[config.mk]
export PLATFORM = sky130hd
export DESIGN_NAME = mem_access_unit
export DESIGN_NICKNAME = d
export VERILOG_FILES = /design/src/rtl/mem_access_unit.sv
export SDC_FILE = /design/constraint.sdc
export NUM_CORES = 1
export LEC_CHECK = 0
export CAP_MARGIN = 0
export CORE_ASPECT_RATIO = 1.1
export CORE_MARGIN = 3
export CORE_UTILIZATION = 30
export CTS_BUF_LIST = sky130_fd_sc_hd__clkbuf_8 sky130_fd_sc_hd__clkbuf_16
export DETAILED_ROUTE_END_ITERATION = 8
export PLACE_DENSITY = 0.61
export SYNTH_ARGS = -nofsm -noshare
export SYNTH_HDL_FRONTEND = slang
export SYNTH_SLANG_ARGS = --single-unit
[constraint.sdc]
create_clock -name clk -period 2.7 [get_ports clk]
set_input_delay 0.405 -clock clk [delete_from_list [all_inputs] [get_ports clk]]
set_output_delay 0.405 -clock clk [all_outputs]
set_load 0.05 [all_outputs]
[src/rtl/mem_access_unit.sv]
// mem_access_unit: MEM-stage load/store initiator for the data memory.
// Accepts one load/store request at a time, issues word-aligned memory
// transactions (read-modify-write for byte/half stores), extends loads and
// reports misaligned, out-of-range or reserved-size requests as errors.
module mem_access_unit #(
  parameter int ADDR_BITS = 13
) (
  input  logic        clk,
  input  logic        reset,
  input  logic        req_valid,
  output logic        req_ready,
  input  logic        req_write,
  input  logic [1:0]  req_size,
  input  logic        req_unsigned,
  input  logic [31:0] req_addr,
  input  logic [31:0] req_wdata,
  output logic        busy,
  output logic        resp_valid,
  output logic [31:0] resp_data,
  output logic        resp_err,
  output logic        MemRead,
  output logic        MemWrite,
  output logic [31:0] Address,
  output logic [31:0] Write_data,
  input  logic [31:0] readData
);

  localparam logic [1:0] SZ_BYTE = 2'b00;
  localparam logic [1:0] SZ_HALF = 2'b01;
  localparam logic [1:0] SZ_WORD = 2'b10;

  typedef enum logic [3:0] {
    S_IDLE      = 4'd0,
    S_LD_ADDR   = 4'd1,
    S_LD_DATA   = 4'd2,
    S_ST_WORD   = 4'd3,
    S_RMW_ADDR  = 4'd4,
    S_RMW_DATA  = 4'd5,
    S_RMW_WRITE = 4'd6,
    S_DONE      = 4'd7,
    S_ERR       = 4'd8
  } state_t;

  state_t      state_q, state_d;
  logic [31:0] addr_q, addr_d;
  logic [1:0]  size_q, size_d;
  logic        uns_q, uns_d;
  logic [31:0] wdata_q, wdata_d;
  logic        resp_valid_q, resp_valid_d;
  logic        resp_err_q, resp_err_d;
  logic [31:0] resp_data_q, resp_data_d;
  logic        req_bad_s;

  // Pick the addressed lane(s) out of a memory word and extend to 32 bits.
  function automatic logic [31:0] load_extract(input logic [31:0] word,
                                               input logic [1:0]  off,
                                               input logic [1:0]  size,
                                               input logic        uns);
    logic [7:0]  b;
    logic [15:0] h;
    logic [31:0] r;
    b = word[{off, 3'b000} +: 8];
    h = off[1] ? word[31:16] : word[15:0];
    case (size)
      SZ_BYTE: r = uns ? {24'd0, b} : {{24{b[7]}}, b};
      SZ_HALF: r = uns ? {16'd0, h} : {{16{h[15]}}, h};
      SZ_WORD: r = word;
      default: r = 32'd0;
    endcase
    return r;
  endfunction

  // Replace the addressed lane(s) of a memory word with store data.
  function automatic logic [31:0] store_merge(input logic [31:0] word,
                                              input logic [15:0] wd,
                                              input logic [1:0]  off,
                                              input logic [1:0]  size);
    logic [31:0] r;
    r = word;
    case (size)
      SZ_BYTE: r[{off, 3'b000} +: 8] = wd[7:0];
      SZ_HALF: begin
        if (off[1]) begin
          r[31:16] = wd;
        end else begin
          r[15:0] = wd;
        end
      end
      default: r = word;
    endcase
    return r;
  endfunction

  // Reject reserved sizes, misaligned halves/words and addresses beyond the memory.
  always_comb begin
    req_bad_s = 1'b0;
    case (req_size)
      SZ_BYTE: req_bad_s = 1'b0;
      SZ_HALF: req_bad_s = req_addr[0];
      SZ_WORD: req_bad_s = (req_addr[1:0] != 2'b00);
      default: req_bad_s = 1'b1;
    endcase
    if ((req_addr >> ADDR_BITS) != 32'd0) begin
      req_bad_s = 1'b1;
    end else begin
      req_bad_s = req_bad_s;
    end
  end

  // Next-state, request latch and response computation.
  always_comb begin
    state_d      = state_q;
    addr_d       = addr_q;
    size_d       = size_q;
    uns_d        = uns_q;
    wdata_d      = wdata_q;
    resp_data_d  = 32'd0;
    case (state_q)
      S_IDLE: begin
        if (req_valid) begin
          addr_d  = req_addr;
          size_d  = req_size;
          uns_d   = req_unsigned;
          wdata_d = req_wdata;
          if (req_bad_s) begin
            state_d = S_ERR;
          end else if (!req_write) begin
            state_d = S_LD_ADDR;
          end else if (req_size == SZ_WORD) begin
            state_d = S_ST_WORD;
          end else begin
            state_d = S_RMW_ADDR;
          end
        end else begin
          state_d = S_IDLE;
        end
      end
      S_LD_ADDR:   state_d = S_LD_DATA;
      S_LD_DATA: begin
        state_d     = S_DONE;
        resp_data_d = load_extract(readData, addr_q[1:0], size_q, uns_q);
      end
      S_ST_WORD:   state_d = S_DONE;
      S_RMW_ADDR:  state_d = S_RMW_DATA;
      S_RMW_DATA: begin
        state_d = S_RMW_WRITE;
        wdata_d = store_merge(readData, wdata_q[15:0], addr_q[1:0], size_q);
      end
      S_RMW_WRITE: state_d = S_DONE;
      S_DONE:      state_d = S_IDLE;
      S_ERR:       state_d = S_IDLE;
      default:     state_d = S_IDLE;
    endcase
    resp_valid_d = (state_d == S_DONE) || (state_d == S_ERR);
    resp_err_d   = (state_d == S_ERR);
  end

  // State, latched request and registered response; reset aborts any transaction.
  always_ff @(posedge clk) begin
    if (reset) begin
      state_q      <= S_IDLE;
      addr_q       <= 32'd0;
      size_q       <= 2'b00;
      uns_q        <= 1'b0;
      wdata_q      <= 32'd0;
      resp_valid_q <= 1'b0;
      resp_err_q   <= 1'b0;
      resp_data_q  <= 32'd0;
    end else begin
      state_q      <= state_d;
      addr_q       <= addr_d;
      size_q       <= size_d;
      uns_q        <= uns_d;
      wdata_q      <= wdata_d;
      resp_valid_q <= resp_valid_d;
      resp_err_q   <= resp_err_d;
      resp_data_q  <= resp_data_d;
    end
  end

  // Memory strobes decoded from the state register and the latched request only.
  always_comb begin
    MemRead    = 1'b0;
    MemWrite   = 1'b0;
    Write_data = 32'd0;
    Address    = (state_q == S_IDLE) ? 32'd0 : {addr_q[31:2], 2'b00};
    case (state_q)
      S_LD_ADDR, S_LD_DATA, S_RMW_ADDR, S_RMW_DATA: MemRead = 1'b1;
      S_ST_WORD, S_RMW_WRITE: begin
        MemWrite   = 1'b1;
        Write_data = wdata_q;
      end
      default: MemRead = 1'b0;
    endcase
  end

  assign req_ready  = (state_q == S_IDLE);
  assign busy       = (state_q != S_IDLE);
  assign resp_valid = resp_valid_q;
  assign resp_err   = resp_err_q;
  assign resp_data  = resp_data_q;

endmodule

==> results by group, run 1 <==
Worst setup path
  • Worst R2R Start: state_q[2]$_SDFF_PP0_
  • WP data required: 2.30 ns
  • CP Launch Type: register
  • Worst R2R Setup Slack: 0.54 ns
  • Critical setup path kind: register to output pin
  • Critical path arrival: 2.17 ns
  • Endpoint class of the critical path: output pin
  • R2r worst-path depth: 7
  • RR Endpoint: wdata_q[28]$_SDFFE_PP0P_
  • Worst Path Max Fanout: 33

Logic synthesis
  • Synthesized instance count: 696
  • Prevailing post-synth register cell: dfxtp_1
  • Post-synthesis sequential area ratio: 0.357
  • Synth Cell Area: 0.00589 mm^2
  • Avg Inst Size Synth: 8.46 um^2
  • Synth unique cells: 64
  • Post-synth EDFFs: 0
  • Synth warnings: 0
  • Synth Register Bits: about 110
  • Async set or reset register ratio after synthesis: 0

Run status
  • Status: completed

GRT
  • Most Crowded Layer GR: met2
  • Grt met1 use: 0.239
  • GR Util met2: 0.321
  • Vias in the first global route: roughly 5800
  • Largest net degree at the start of global routing: roughly 50
  • Total track usage: 0.191
  • Met3 usage: 0.0485
  • First-pass GRT wire length: approximately 33000 um
  • Antenna violations before repair: 0
  • Gr ovfl total: 0

Timing
  • Final hold vios: 0
  • Min Tclk post-route: 2.58 ns
  • Clock skew: 0.00662 ns
  • # setup viols final: 0
  • Max frequency: 388 MHz
  • Worst slew pin tran: around 0.64 ns
  • Slew Limit Fails: 0
  • Worst hold slack: between 0.4 and 0.5 ns
  • Sum Neg Setup Slack: 0 ns
  • Tcrit/Tclk final: 0.955
  • Unrepaired setup endpoints after global routing: no
  • Rel. slew slack: 0.575

Die
  • Die height: 153 um
  • Cell Rows: between 50 and 60
  • IO Count: between 200 and 250
  • Die X: ~140 um
  • Core box area: 0.0192 mm^2
  • Die Area: 0.0214 mm^2
  • Initial Util: 0.307

Placed design
  • Routability cong.: ~0.85
  • Port bufs: approximately 200
  • Post-DP HPWL: around 16000 um
  • Placed Area: ~0.0084 mm^2

Finish
  • Most common cell after layout, fill and taps aside: clkdlybuf4s50_1
  • Most frequent cells in the layout: 159 x clkdlybuf4s50_1, 107 x nand2_1, 105 x dfxtp_1
  • Share of cells above drive strength 1: 0.143
  • Final instance area: 0.00865 mm^2
  • Layout area overhead: 46.8%
  • Number of inserted diodes: 0
  • FF+latch area: 0.00210 mm^2
  • Filler instances: ~1900
  • Final nets: 977
  • Area of the multi-input gates: 0.00340 mm^2
  • Final Util: 0.451

Route
  • Drt pass-1 iters: 5
  • Drc violations: 0
  • WL/cell: 18.7 um
  • Routed Antenna Nets: 0
  • Via density: 5.12
  • Routed wire length: 21000 um
  • Initial DRC count: ~420
  • Via count: 5731

Flow run
  • Max-cap violations: 0

Power
  • Pwr per Cell Area: approximately 430 mW/mm^2
  • Max VDD drop: 0.304 mV
  • P_sw: 0.00107 W
  • Power share of the clock group: 0.337
  • Flop pwr share: 0.456
  • Gate power share: 0.206
  • Switching Share: 0.289
  • Pleak: 3.37 nW
  • P_int: 0.00262 W

Clocking
  • CTS tree: done
  • Clock Sinks: 105
  • Clk_lat worst skew: roughly 0.35 ns
  • # H-tree levels: 3
  • Clk pin slew, worst setup/hold paths: 0.07 ns
  • CTS buffer count: 9
  • CTS root buf: clkbuf_16
  • Hold buffer count at cts: 0
  • Clock tree buffer depth: 2

Hold path
  • Hold Path Depth: 2
  • HP Start: addr_q[7]$_SDFFE_PP0P_
  • Worst Hold Class: register to register
  • Hold endpoint: addr_q[7]$_SDFFE_PP0P_
==> cell type report <==
class | count | area share
clock buffer | 11 | 0.0292
clock inverter | 4 | 0.00246
inverter | 5 | 0.00246
multi-input combinational | 523 | 0.393
sequential | 105 | 0.243
tap | 247 | 0.0357
timing repair buffer | 225 | 0.294
==> cell families (layout without fill, tap and decap cells) <==
family / Yosys count / after routing / share of synthesized area
AOI/OAI and AO/OA: 204 / 204 / 0.274
xor gates and xnor gates: 2 / 2 / 0.00297
adders and majority gates: 5 / 5 / 0.0106
buffers and inverters: 69 / 245 / 0.0669
DFF: 105 / 105 / 0.357
muxes: 10 / 10 / 0.0193
other: 1 / 2 / 0.000637
and+or+nand+nor: 300 / 300 / 0.269
==> worst max-delay path by stage <==
stage | startpoint | end
after global routing | state_q[0]$_SDFF_PP0_ | Address[17]
after floorplan | state_q[0]$_SDFF_PP0_ | Address[22]
after global placement | state_q[1]$_SDFF_PP0_ | req_ready
final | state_q[2]$_SDFF_PP0_ | Address[10]
after CTS | state_q[0]$_SDFF_PP0_ | Address[26]
after detailed placement | state_q[0]$_SDFF_PP0_ | Address[2]
==> worst max-delay path, stage by stage, from the launching register on <==
cell and delay, ns:
dfxtp_1 0.51, nor2_2 0.08, nand2_2 0.11, inv_4 0.13, nor2b_1 0.16, clkdlybuf4s50_1 0.81
==> per-layer routing <==
metal,vias to the layer above,share of wire
met2,220,0.47
met3,36,0.072
li1,2841,-
met1,2634,0.43
met4,0,0.027
met5,-,0
==> Yosys cell counts (all sizes together), types with 8 or more instances <==
cell type,number,area [um^2]
a2111oi,16,240
a21oi,71,355
a221oi,19,229
a22o,21,184
a32oi,8,70.1
and2,33,206
and3,18,113
buf,42,290
clkbuf,22,82.6
dfxtp,105,2100
mux2i,8,80.1
nand2,109,414
nand2b,13,81.3
nor2,34,150
nor2b,48,308
nor3,20,100
o211ai,8,60.1
o21ai,21,105
==> flip-flops by register name, indices dropped and copies added (netlist names) <==
| name | count |
|---|---|
| wdata_q | 32 |
| addr_q | 32 |
| uns_q | 1 |
| resp_err | 1 |
| size_q | 2 |
| state_q | 4 |
| resp_valid | 1 |
| resp_data | 32 |
==> per-stage QoR <==
step / cells / total power (W) / setup slack [ns]
2_1_floorplan: 697 / 0.00215 / 0.288
3_3_place_gp: 1105 / 0.00247 / 0.548
3_5_place_dp: 1105 / 0.00247 / 0.490
4_1_cts: 1120 / 0.00372 / 0.0850
5_1_grt: 1120 / 0.00385 / 0.00115
6_report: 1120 / 0.00369 / 0.121
==> power groups by stage <==
| stage | sequential, W | clock, W | combinational, W |
|---|---|---|---|
| 2_1_floorplan | 0.00169 | 0 | 0.000461 |
| 3_3_place_gp | 0.00172 | 0 | 0.000750 |
| 3_5_place_dp | 0.00172 | 0 | 0.000757 |
| 4_1_cts | 0.00168 | 0.00128 | 0.000762 |
| 5_1_grt | 0.00169 | 0.00133 | 0.000826 |
| 6_report | 0.00168 | 0.00124 | 0.000761 |
==> what timing repair did <==
action | CTS | global route
resized for setup | 0 | 9
setup buffers | 0 | 0
endpoints found under the setup margin | 0 | 9
No activity file was read; power rests on OpenSTA's default activity.
==> inputs of run 2 (changes only) <==
- CTS_CLUSTER_SIZE: unset -> 16
- RECOVER_POWER: unset -> 25
==> run 2 against run 1 <==
- final area fell by 0.20%
- clock power barely moved
- largest power group unchanged
- fmax shrank 0.24%
- global-route usage unchanged
- critical path depth did not move
- routed wire length fell by 0.21%
==> results by group, run 2 (same netlist as run 1, synthesis figures left out) <==
Run status
  • Status: completed (unchanged)

Clocking
  • Clock tree buffer depth: 2 (unchanged)
  • # H-tree levels: 3 (unchanged)
  • Post-cts resize count: 0 (unchanged)
  • Hold buffer count at cts: 0 (unchanged)
  • Post-CTS Setup Repair Bufs: 0 (unchanged)
  • CTS tree: done (unchanged)
  • Clk pin slew, worst setup/hold paths: 0.07 ns (about the same)
  • CTS root buf: clkbuf_16 (unchanged)
  • Clk_lat worst skew: 0.36 ns (was 0.35 ns)
  • CTS buffer count: 9 (unchanged)
  • Clock Sinks: 105 (unchanged)

Worst setup path
  • Critical setup path kind: register to output pin (unchanged)
  • Endpoint class of the critical path: output pin (unchanged)
  • Critical path arrival: 2.18 ns (was 2.17 ns)
  • Crit-path max cell delay: 0.81 ns (about the same)
  • CP max stage cell: clkdlybuf4s50_1 (unchanged)
  • Worst path cell trace: nor2_2 > nand2_2 > inv_4 > nor2b_1 > clkdlybuf4s50_1 (unchanged)
  • Worst R2R Start: size_q[1]$_SDFFE_PP0P_ (was state_q[2]$_SDFF_PP0_)
  • CP startpoint: state_q[2]$_SDFF_PP0_ (unchanged)
  • Worst Path Max Fanout: 33 (unchanged)
  • CP Launch Type: register (unchanged)
  • WP data required: 2.30 ns (about the same)

Timing
  • Rel. slew slack: 0.447 (was 0.575)
  • Worst slew pin tran: 0.830 ns (was 0.636 ns)
  • Unrepaired setup endpoints after global routing: no (unchanged)
  • Slew Limit Fails: 0 (unchanged)
  • Max frequency: 387 MHz (was 388 MHz)
  • # setup viols final: 0 (unchanged)
  • Final hold vios: 0 (unchanged)
  • Tcrit/Tclk final: 0.958 (was 0.955)
  • Sum Neg Setup Slack: 0 ns (unchanged)
  • Clock skew: 0.0176 ns (was 0.00662 ns)
  • Min Tclk post-route: 2.59 ns (was 2.58 ns)

Die
  • IO Count: 205 (unchanged)
  • Core box area: 0.0192 mm^2 (unchanged)
  • Die height: 153 um (unchanged)
  • Die Area: 0.0214 mm^2 (unchanged)
  • Die X: 140 um (unchanged)
  • Cell Rows: 53 (unchanged)
  • Initial Util: 0.307 (unchanged)

Route
  • Initial DRC count: 359 (was 416)
  • Routed wire length: 20900 um (was 21000 um)
  • Via density: 5.09 (was 5.12)
  • Drt pass-1 iters: 4 (was 5)
  • WL/cell: 18.7 um (about the same)
  • Drc violations: 0 (unchanged)
  • Via count: 5700 (was 5731)
  • Routed Antenna Nets: 0 (unchanged)

Finish
  • Final instance area: 0.00863 mm^2 (was 0.00865 mm^2)
  • Final nets: 977 (unchanged)
  • Share of cells above drive strength 1: 0.139 (was 0.143)
  • Most common cell after layout, fill and taps aside: clkdlybuf4s50_1 (unchanged)
  • Layout area overhead: 46.5% (was 46.8%)
  • FF+latch area: 0.00210 mm^2 (unchanged)
  • Most frequent cells in the layout: 125 x clkdlybuf4s50_1, 107 x nand2_1, 105 x dfxtp_1 (was 159 x clkdlybuf4s50_1, 107 x nand2_1, 105 x dfxtp_1)
  • Filler instances: 1887 (was 1885)
  • Area of the multi-input gates: 0.00339 mm^2 (was 0.00340 mm^2)
  • Number of inserted diodes: 0 (unchanged)

Placed design
  • Port bufs: 202 (unchanged)
  • Post-DP HPWL: 15600 um (unchanged)
  • Placed Area: 0.00835 mm^2 (unchanged)
  • Routability cong.: 0.851 (unchanged)

Power
  • Pleak: 3.47 nW (was 3.37 nW)
  • Max VDD drop: 0.302 mV (was 0.304 mV)
  • Pwr per Cell Area: 426 mW/mm^2 (about the same)

Hold path
  • HP Start: addr_q[7]$_SDFFE_PP0P_ (unchanged)
  • Worst Hold Class: register to register (unchanged)

GRT
  • Vias in the first global route: 5791 (unchanged)
  • Total track usage: 0.191 (unchanged)
  • Gr ovfl total: 0 (unchanged)
  • First-pass GRT wire length: 32500 um (unchanged)
  • Largest net degree at the start of global routing: 51 (unchanged)
  • Antenna violations before repair: 0 (unchanged)

Flow run
  • Max-cap violations: 0 (unchanged)
[run 2: metrics by stage]
| step | setup slack (ns) | total power (W) | hold slack, ns | cells | utilization |
|---|---|---|---|---|---|
| finish | 0.115 | 0.00368 | 0.456 | 1120 | 0.450 |
| global route | 0.00115 | 0.00385 | 0.484 | 1120 | 0.450 |
| CTS | 0.0850 | 0.00372 | 0.457 | 1120 | 0.450 |
| detailed placement | 0.490 | 0.00247 | 0.445 | 1105 | 0.436 |
| global placement | 0.548 | 0.00247 | 0.447 | 1105 | 0.436 |
| floorplan | 0.288 | 0.00215 | 0.432 | 697 | - |
[run 2: final cells by class]
type                       count  share of cell area
clock buffer                  11              0.0293
clock inverter                 4             0.00246
inverter                       5             0.00246
multi-input combinational    523               0.393
sequential                   105               0.244
tap                          247              0.0358
timing repair buffer         225               0.293
[run 2: path summary, 6_finish.rpt]
kind | endpoint | slack [ns] | depth (start not counted)
setup / recovery | Address[10] | 0.11 | 5
hold / removal | addr_q[7]$_SDFFE_PP0P_ | 0.46 | 2
setup reg to reg | resp_data[15]$_SDFF_PP0_ | 0.25 | 5
hold reg to reg | addr_q[7]$_SDFFE_PP0P_ | 0.46 | 2
[run 2: layer usage]
layer | GRT usage | routed length [um] | vias up | part of all wire
li1 | - | - | 2839 | -
met1 | 0.239 | 8900 | 2621 | 0.43
met2 | 0.321 | 9960 | 208 | 0.48
met3 | 0.0485 | 1500 | 32 | 0.072
met4 | 0.0665 | 558 | 0 | 0.027
met5 | 0 | 0 | - | 0
[run 2: report_power, final]
part / switching, W / total (W) / leakage [nW] / internal (W)
clock network: 0.000576 / 0.00124 / 0.144 / 0.000665
logic: 0.000423 / 0.000756 / 2.47 / 0.000333
registers: 0.0000630 / 0.00168 / 0.859 / 0.00162
[run 2: critical path, delay by kind of cell, from the launching register on]
kind                   cells  cell delay, ns
buffers and inverters      2            0.94
DFF                        1            0.51
and+or+nand+nor            3            0.35
